==> src/rtl/ft232h_rx_reader.sv <==
// rtl/ft232h_rx_reader.sv - FT232H sync-245 FIFO receive path into an AXI-Stream master
//
// Purpose: requests ADBUS ownership, turns the bus around, strobes rd_n to pull
// PC-to-FPGA bytes out of the FT232H RX FIFO, buffers them locally and presents
// them on an AXI-Stream master. A read tenure ends when the FT232H runs dry or
// after MAX_BURST bytes, and a one-cycle RELEASE gives the bus back.
//
// Ports:
//   ftdi_clk   in   60 MHz FT232H clock (only clock)
//   rst        in   synchronous active-high reset
//   rxf_n      in   FT232H RX FIFO has data (active low)
//   data_in    in   ADBUS input path
//   oe_n       out  FT232H output enable (active low)
//   rd_n       out  FT232H read strobe (active low)
//   rd_active  out  high while this block owns or is releasing ADBUS
//   arb_req    out  ADBUS ownership request
//   arb_grant  in   ADBUS ownership grant
//   tdata      out  received byte
//   tvalid     out  AXIS valid
//   tready     in   AXIS ready
module ft232h_rx_reader #(
  parameter int BUF_DEPTH = 4,
  parameter int MAX_BURST = 64
) (
  input  logic       ftdi_clk,
  input  logic       rst,
  input  logic       rxf_n,
  input  logic [7:0] data_in,
  output logic       oe_n,
  output logic       rd_n,
  output logic       rd_active,
  output logic       arb_req,
  input  logic       arb_grant,
  output logic [7:0] tdata,
  output logic       tvalid,
  input  logic       tready
);
  localparam int AW = $clog2(BUF_DEPTH);
  localparam int OW = $clog2(BUF_DEPTH + 1);
  localparam int BW = $clog2(MAX_BURST + 1);

  typedef enum logic [1:0] {S_IDLE, S_TURN, S_READ, S_REL} state_t;

  state_t        r_state;
  state_t        w_state_nxt;
  logic          r_oe_n, r_rd_n, r_rd_active, r_arb_req;
  logic          w_oe_n_nxt, w_rd_n_nxt, w_rd_active_nxt, w_arb_req_nxt;
  logic [7:0]    r_mem [BUF_DEPTH];
  logic [AW-1:0] r_wr_ptr, r_rd_ptr;
  logic [OW-1:0] r_cnt;
  logic [7:0]    r_tdata;
  logic          r_tvalid;
  logic [BW-1:0] r_burst, w_burst_nxt;
  logic          w_push, w_pop, w_load, w_burst_max, w_rd_ok;
  logic [OW:0]   w_occ, w_occ_nxt;

  // A byte is only valid on an edge where our strobe was low and the FT232H
  // still reports data; rxf_n high means data_in is garbage.
  assign w_push = (r_state == S_READ) && !r_rd_n && !rxf_n;
  assign w_pop  = r_tvalid && tready;
  // The output register refills from the buffer one cycle after a capture.
  assign w_load = (r_cnt != '0) && (!r_tvalid || tready);

  // Occupancy counts every byte held, including the one on tdata.
  assign w_occ     = {1'b0, r_cnt} + (OW+1)'(r_tvalid);
  assign w_occ_nxt = w_occ + (OW+1)'(w_push) - (OW+1)'(w_pop);

  assign w_burst_nxt = (w_push && (r_burst != BW'(MAX_BURST))) ? r_burst + BW'(1) : r_burst;
  assign w_burst_max = (w_burst_nxt == BW'(MAX_BURST));
  // Strobe only when the next byte is certain to have a slot and burst budget.
  assign w_rd_ok = !rxf_n && (w_occ_nxt <= (OW+1)'(BUF_DEPTH - 1)) && !w_burst_max;

  always_ff @(posedge ftdi_clk) begin
    if (rst) r_state <= S_IDLE;
    else     r_state <= w_state_nxt;
  end

  always_comb begin
    w_state_nxt = r_state;
    case (r_state)
      S_IDLE: if (r_arb_req && arb_grant && !rxf_n && (w_occ < (OW+1)'(BUF_DEPTH)))
                w_state_nxt = S_TURN;
      S_TURN: w_state_nxt = rxf_n ? S_REL : S_READ;
      S_READ: if (rxf_n || w_burst_max) w_state_nxt = S_REL;
      S_REL:  w_state_nxt = S_IDLE;
      default: w_state_nxt = S_IDLE;
    endcase
  end

  // Next values of the registered bus outputs, derived from the next state.
  always_comb begin
    w_oe_n_nxt      = !((w_state_nxt == S_TURN) || (w_state_nxt == S_READ));
    w_rd_n_nxt      = !((w_state_nxt == S_READ) && w_rd_ok);
    w_rd_active_nxt = (w_state_nxt != S_IDLE);
    // Leaving RELEASE forces a low cycle so the TX path can win arbitration.
    if (r_state == S_IDLE) w_arb_req_nxt = !rxf_n;
    else                   w_arb_req_nxt = (w_state_nxt == S_TURN) || (w_state_nxt == S_READ);
  end

  always_ff @(posedge ftdi_clk) begin
    if (rst) begin
      r_oe_n      <= 1'b1;
      r_rd_n      <= 1'b1;
      r_rd_active <= 1'b0;
      r_arb_req   <= 1'b0;
      r_burst     <= '0;
    end else begin
      r_oe_n      <= w_oe_n_nxt;
      r_rd_n      <= w_rd_n_nxt;
      r_rd_active <= w_rd_active_nxt;
      r_arb_req   <= w_arb_req_nxt;
      r_burst     <= (r_state == S_REL) ? '0 : w_burst_nxt;
    end
  end

  always_ff @(posedge ftdi_clk) begin
    if (w_push) r_mem[r_wr_ptr] <= data_in;
  end

  always_ff @(posedge ftdi_clk) begin
    if (rst) begin
      r_wr_ptr <= '0;
      r_rd_ptr <= '0;
      r_cnt    <= '0;
      r_tdata  <= 8'h00;
      r_tvalid <= 1'b0;
    end else begin
      if (w_push) r_wr_ptr <= r_wr_ptr + AW'(1);
      if (w_load) r_rd_ptr <= r_rd_ptr + AW'(1);
      r_cnt <= r_cnt + OW'(w_push) - OW'(w_load);
      if (w_load) begin
        r_tdata  <= r_mem[r_rd_ptr];
        r_tvalid <= 1'b1;
      end else if (w_pop) begin
        r_tvalid <= 1'b0;
      end
    end
  end

  assign oe_n      = r_oe_n;
  assign rd_n      = r_rd_n;
  assign rd_active = r_rd_active;
  assign arb_req   = r_arb_req;
  assign tdata     = r_tdata;
  assign tvalid    = r_tvalid;
endmodule
==> config.mk <==
export PLATFORM = sky130hd
export DESIGN_NAME = ft232h_rx_reader
export DESIGN_NICKNAME = d
export VERILOG_FILES = /design/src/rtl/ft232h_rx_reader.sv
export SDC_FILE = /design/constraint.sdc
export NUM_CORES = 1
export LEC_CHECK = 0
export ABC_AREA = 1
export CORE_MARGIN = 8
export CORE_UTILIZATION = 50
export CTS_BUF_LIST = sky130_fd_sc_hd__clkbuf_4 sky130_fd_sc_hd__clkbuf_8
export DETAILED_ROUTE_END_ITERATION = 8
export PLACE_DENSITY = 0.71
export SYNTH_ARGS = -nofsm -noshare
export SYNTH_HDL_FRONTEND = slang
export SYNTH_SLANG_ARGS = --single-unit
==> constraint.sdc <==
create_clock -name ftdi_clk -period 5.6 [get_ports ftdi_clk]
set_clock_uncertainty 0.2 [all_clocks]
set_input_delay 1.68 -clock ftdi_clk [delete_from_list [all_inputs] [get_ports ftdi_clk]]
set_output_delay 1.68 -clock ftdi_clk [all_outputs]
set_load 0.02 [all_outputs]
==> summary.md, run 1 <==
| Metric | Value |
|---|---|
| Maximum vdd ir drop | 0.291 mV |
| RSZ-0062 raised after global routing | false |
| Crit path max fanout | 11 |
| Area leader, netlist | edfxtp_1 |
| Critical path's slowest cell | clkdlybuf4s50_1 |
| Final setup margin | 1.41 ns |
| Sequential share of power | 41.2% |
| Post-Place Setup Slack | 1.06 ns |
| Rel. slew slack | 40.0% |
| Drt wl/cell | 12.9 um |
| FFs w/ async S/R, synth | 0% |
| Crit. path cell count | 12 |
| Crit path required time | 5.62 ns |
| Fmax | 239 MHz |
| Max-slew violation total from the final report | 0 |
| Top cells by instance count after synthesis | 54 x nor2_1, 38 x nand2_1, 36 x inv_1 |
| Sw Pwr | 0.523 mW |
| CTS tree | done |
| EDFF count, synth | 32 |
| WHS | 0.335 ns |
| Top delay family on crit path | buffers and inverters |
| Grt ovf | 0 |
| WL final | 5.20 mm |
| CP max stage delay | 0.46 ns |
| Type of origin of the critical path | input pin |
| Tot GR Track Use | 13.5% |
| Root Driver | clkbuf_8 |
| Chip height | 90.8 um |
| Syn Area/Cell | 9.32 um^2 |
| Vias per inst | 4.95 |
| Worst-skew pair later-pin latency | 0.34 ns |
| Internal cell power | 0.940 mW |
| Final Hold Vio Count | 0 |
| Max Root-Sink Buffers | 2 |
| Worst R2R Setup Slack | 2.70 ns |
| Synth Warn # | 0 |
| Placed cell area | 3100 um^2 |
| Post-synthesis sequential area ratio | 55.1% |
| Vias in the first global route | 1952 |
| Drt first pass iters | 4 |
| Worst Path Class, Setup | in2reg |
| Status | finished, final reports clean |
| # H-tree levels | 3 |
| Leak Pwr | 1.33 nW |
| Count leader, synth | nor2_1 |
| Critical R2R Capture | r_cnt[2] |
| Initial DRC Count | 80 |
| Cell count after synthesis | 300 |
| Post-CTS Hold Fix Bufs | 0 |
| Mapped cell area | 2800 um^2 |
| Setup violators final | 0 |
| DR vias | 2001 |
| Switching part of the total power | 35.8% |
| Starting Density | 51.4% |
| Antenna cells | 0 |
| CP endpoint kind | register |
| Tcrit/Tclk final | 74.8% |
| Largest cells by area after synthesis | edfxtp_1 34%, dfxtp_1 21%, ha_1 9.4% |
| Area grow syn2layout | 17.1% |
| Share of layout cells above drive strength 1 | 8.13% |
| Fin crit period | 4.19 ns |
| Gpl congestion | 0.773 |
| HP Class | reg2reg |
| Setup TNS Final | 0 ns |
| Syn_nets | 335 |
| # Max-Cap Violations | 0 |
| Cell variety after synth | 27 |
| CP startpoint | rxf_n |
| Synth top area share | 34.4% |
| Port Buffers | 25 |
| Die Footprint | 8240 um^2 |
| Largest net degree at the start of global routing | 22 |
| Quantity of gates resized following cts | 0 |
| DP HPWL | 3.52 mm |
| Synth Register Bits | 61 |
| Worst Setup EP | r_cnt[2] |
| Routed Antenna Nets | 0 |
| Primary FF master, synth | edfxtp_1 |
| R2r startpoint | r_state[0] |
| Worst R2R Path Depth | 12 |
| Power Density | 447 nW/um^2 |
| Crit path DAT | 4.21 ns |
| Die W | 90.8 um |
| Placeable Area | 5440 um^2 |
| Clock Sinks | 61 |
| Logic pwr share | 34.9% |
| Design Area, Final | 3280 um^2 |
| Reg clk slew, reported paths | 0.07 ns |
| Antenna violations before repair | 0 |
| Fin util | 60.2% |
| DR DRC count | 0 |
| Buffers and inverters on the worst path | 5 |
| Core Rows | 27 |
| First-pass GRT wire length | 8.83 mm |
| Net count, final | 362 |
| Clock share of power | 23.9% |
| Post-CTS Setup Repair Bufs | 0 |
| Worst Tran Pin Value | 0.897 ns |
| CTS Buf Count | 9 |
| Critical path, cell by cell | clkdlybuf4s50_1 > inv_2 > nand2_1 > nor2_2 > clkinv_1 > ha_1 > inv_1 > ha_1 > inv_1 > fa_1 > xnor2_1 > nor2_1 |
| I/O pin total | 26 |
[sequential cells by signal (all words and copies together) (netlist names), 2 cells and up]
name      cells
r_mem        32
tdata         8
r_burst       7
r_cnt         3
r_rd_ptr      2
r_state       2
r_wr_ptr      2
[worst min path at each step]
stage	slack (ns)	cells after the start	to	from
finish	0.34	2	r_wr_ptr[1]	r_wr_ptr[1]
global placement	0.33	2	r_wr_ptr[1]	r_wr_ptr[1]
detailed placement	0.33	2	r_wr_ptr[1]	r_wr_ptr[1]
global route	0.36	2	r_wr_ptr[1]	r_wr_ptr[1]
CTS	0.33	2	r_wr_ptr[1]	r_wr_ptr[1]
floorplan	0.29	2	r_wr_ptr[1]	r_wr_ptr[1]
[metal layers]
metal	up-vias	track usage (%)	share of wire, %
met2	40	21.7	46
li1	1041	-	-
met1	907	15.4	47
met5	-	0	0
met3	13	5.32	4.9
met4	0	6.41	1.7
[cell usage in the layout (no fill, tap or decap), drive strengths merged]
cell	instances
a21oi	7
a31oi	8
buf	1
clkbuf	12
clkdlybuf4s50	25
clkinv	4
clkinvlp	2
dfxtp	29
edfxtp	32
fa	1
ha	21
inv	37
nand2	40
nand3	10
nand3b	1
nand4	6
nor2	59
nor3	2
nor4	1
o21a	1
o21ai	30
or2	1
xnor2	2
[per-stage QoR]
step | std cells | power [mW]
final | 404 | 1.46
after global routing | 404 | 1.58
after CTS | 404 | 1.48
after detailed placement | 388 | 1.13
after global placement | 388 | 1.11
after floorplan | 300 | 0.948
[logic make-up (layout without fill, tap and decap cells)]
group                    Yosys count  count (layout)  share of synthesized area [%]
AO/OA/AOI/OAI                     46              46                           8.68
XOR/XNOR                           2               2                          0.627
adder cells (fa/ha/maj)           22              22                           10.1
buffers and inverters             49              81                           6.89
flip-flops                        61              61                           55.1
AND/OR/NAND/NOR                  120             120                           18.6
[worst min-delay path: cells and delay by family (launching register included)]
family / cells / cell delay (ns)
buf+inv: 1 / 0.09
flops: 1 / 0.33
compound gates: 1 / 0.07
[area by class of cell]
type / count / area, um^2
clock buffer: 12 / 153
clock inverter: 4 / 25.0
fill: 450 / 2160
inverter: 39 / 146
multi-input combinational: 190 / 1060
sequential: 61 / 1540
tap: 72 / 90.1
timing repair buffer: 26 / 258
[power by group through the flow]
stage | clock network, mW | registers (mW) | logic (mW)
2_1_floorplan | 0 | 0.629 | 0.319
3_3_place_gp | 0 | 0.609 | 0.506
3_5_place_dp | 0 | 0.611 | 0.518
4_1_cts | 0.360 | 0.603 | 0.521
5_1_grt | 0.375 | 0.611 | 0.598
6_report | 0.349 | 0.603 | 0.511
Note: power is estimated with default switching activity, not from simulation.
==> run 2, diff against run 1 <==
PLACE_DENSITY = 0.74   (was 0.71)
clock period = 3.85 ns   (was 5.6 ns; I/O delays follow)
==> summary.md, run 2 (synthesis gave the netlist of run 1 again) <==
| Metric | Value |
|---|---|
| Status | finished, final reports clean |
| Vias per inst | 4.96 (+0.21%) |
| Drt wl/cell | 13.1 um (+2.0%) |
| Rel. slew slack | 54.0% (+14 points) |
| Maximum vdd ir drop | 0.375 mV (+29%) |
| CP max stage delay | 0.46 ns (about the same) |
| Antenna cells | 0 (unchanged) |
| Core Rows | 27 (unchanged) |
| Root Driver | clkbuf_8 |
| Most common cell after layout, fill and taps aside | nor2_1 |
| Worst Path Class, Setup | in2reg |
| RSZ-0062 raised after global routing | false |
| Fin util | 61.2% (+1.0 points) |
| Starting Density | 51.4% (unchanged) |
| CTS tree | done |
| Crit path required time | 3.85 ns (-1.77 ns) |
| Vias in the first global route | 2010 (+3.0%) |
| Clock share of power | 25.1% (+1.2 points) |
| Switching part of the total power | 35.7% (-0.094 points) |
| Fmax | 292 MHz |
| Die Footprint | 8240 um^2 (unchanged) |
| Die W | 90.8 um (unchanged) |
| Antenna violations before repair | 0 (unchanged) |
| I/O pin total | 26 (unchanged) |
| Final Hold Vio Count | 0 (unchanged) |
| Worst-skew pair later-pin latency | 0.34 ns (about the same) |
| Top delay family on crit path | simple AND/OR/NAND/NOR gates |
| Post-CTS Hold Fix Bufs | 0 (unchanged) |
| Largest Register | r_mem |
| Initial DRC Count | 112 (+40%) |
| CP endpoint kind | register |
| Buffers and inverters on the worst path | 2 (-3) |
| Setup TNS Final | 0 ns (unchanged) |
| Sequential share of power | 40.3% (-0.9 points) |
| Port Buffers | 25 (unchanged) |
| Critical path, cell by cell | clkdlybuf4s50_1 > inv_2 > nand2_1 > nor2_4 > nand2_2 > nand2_1 > nand2_1 > nand2_1 > nor2_1 > nand2_1 > nand3_1 > nand2_1 > nand2_1 > nand2_2 > ha_1 > nand2_1 > nor4_1 > nand4_1 |
| Grt ovf | 0 (unchanged) |
| Share of layout cells above drive strength 1 | 9.20% (+1.1 points) |
| Internal cell power | 1.40 mW (+49%) |
| Largest net degree at the start of global routing | 21 (-4.5%) |
| Power Density | 652 nW/um^2 (+46%) |
| Drt first pass iters | 4 (unchanged) |
| CTS Buf Count | 9 (unchanged) |
| Max Root-Sink Buffers | 2 (unchanged) |
| Most frequent cells in the layout | 54 x nor2_1, 38 x nand2_1, 36 x inv_1 |
| # H-tree levels | 3 (unchanged) |
| Worst Tran Pin Value | 0.689 ns (-0.209 ns) |
| Top cell by count, worst path | nand2_1 |
| Area grow syn2layout | 19.1% |
| Critical path's slowest cell | clkdlybuf4s50_1 |
| # Max-Cap Violations | 0 (unchanged) |
| WL final | 5.37 mm (+3.3%) |
| DP HPWL | 3.67 mm (+4.5%) |
| Largest register FFs | 32 (unchanged) |
| Crit path DAT | 3.43 ns (-0.78 ns) |
| DR DRC count | 0 (unchanged) |
| Post-CTS Setup Repair Bufs | 0 (unchanged) |
| Crit path max fanout | 11 (unchanged) |
| First-pass GRT wire length | 9.00 mm (+2.0%) |
| Clock Sinks | 61 (unchanged) |
| Fillers | 502 (+12%) |
| Tcrit/Tclk final | 89.0% |
| Sw Pwr | 0.775 mW (+48%) |
| Leak Pwr | 1.36 nW (+1.9%) |
| Type of origin of the critical path | input pin |
| Max-slew violation total from the final report | 0 (unchanged) |
| Placeable Area | 5440 um^2 (unchanged) |
| DR vias | 2030 (+1.4%) |
| Net count, final | 367 (+1.4%) |
| Chip height | 90.8 um (unchanged) |
| Fin crit period | 3.43 ns |
| Reg clk slew, reported paths | 0.07 ns (about the same) |
| HP Class | reg2reg |
| Routed Antenna Nets | 0 (unchanged) |
| Tot GR Track Use | 13.7% (+0.23 points) |
| Logic pwr share | 34.6% (-0.3 points) |
| Quantity of gates resized following cts | 0 (unchanged) |
| Gpl congestion | 0.799 (+3.3%) |
| Setup violators final | 0 (unchanged) |
## run 2: layout make-up
cell class / count / area (um^2) / area share, %
multi-input combinational: 190 / 1070 / 32.0
clock buffer: 9 / 124 / 3.72
timing repair buffer: 31 / 295 / 8.87
tap: 72 / 90.1 / 2.70
clock inverter: 7 / 66.3 / 1.99
sequential: 61 / 1540 / 46.3
inverter: 39 / 146 / 4.40
## run 2: power groups by stage
stage | logic [mW] | registers [mW] | clock network (mW)
2_1_floorplan | 0.464 | 0.915 | 0
3_3_place_gp | 0.729 | 0.885 | 0
3_5_place_dp | 0.759 | 0.886 | 0
4_1_cts | 0.763 | 0.873 | 0.560
5_1_grt | 0.859 | 0.889 | 0.587
6_report | 0.752 | 0.876 | 0.544
## run 2: path summary, 6_finish.rpt
kind | from | endpoint | slack [ns] | cells after the start
hold reg to reg | r_wr_ptr[1] | r_wr_ptr[1] | 0.35 | 2
setup / recovery | rxf_n | rd_n | 0.42 | 18
setup reg to reg | r_state[0] | rd_n | 1.15 | 18
hold / removal | r_wr_ptr[1] | r_wr_ptr[1] | 0.35 | 2
## run 2: metrics by stage
stage	hold slack, ns	setup slack, ns	area [um^2]	std cells	total power [mW]
after floorplan	0.290	0.743	2800	300	1.38
after global placement	0.326	0.000837	3140	393	1.61
after detailed placement	0.339	-0.0953	3140	393	1.65
after CTS	0.350	0.264	3330	409	2.20
after global routing	0.381	0.115	3330	409	2.34
final	0.347	0.423	3330	409	2.17
## run 2: worst min-delay path: cells and delay by family, from the launching register on
| kind | cells | cell delay, ns |
|---|---|---|
| flops | 1 | 0.33 |
| compound gates | 1 | 0.07 |
| buf+inv | 1 | 0.10 |
## run 2: per-layer routing
metal	global-route usage (%)	routed length (um)	vias up
met5	0	0	-
met4	5.32	41	0
met3	5.32	297	5
met2	23.4	2610	46
met1	15.0	2420	928
li1	-	-	1051
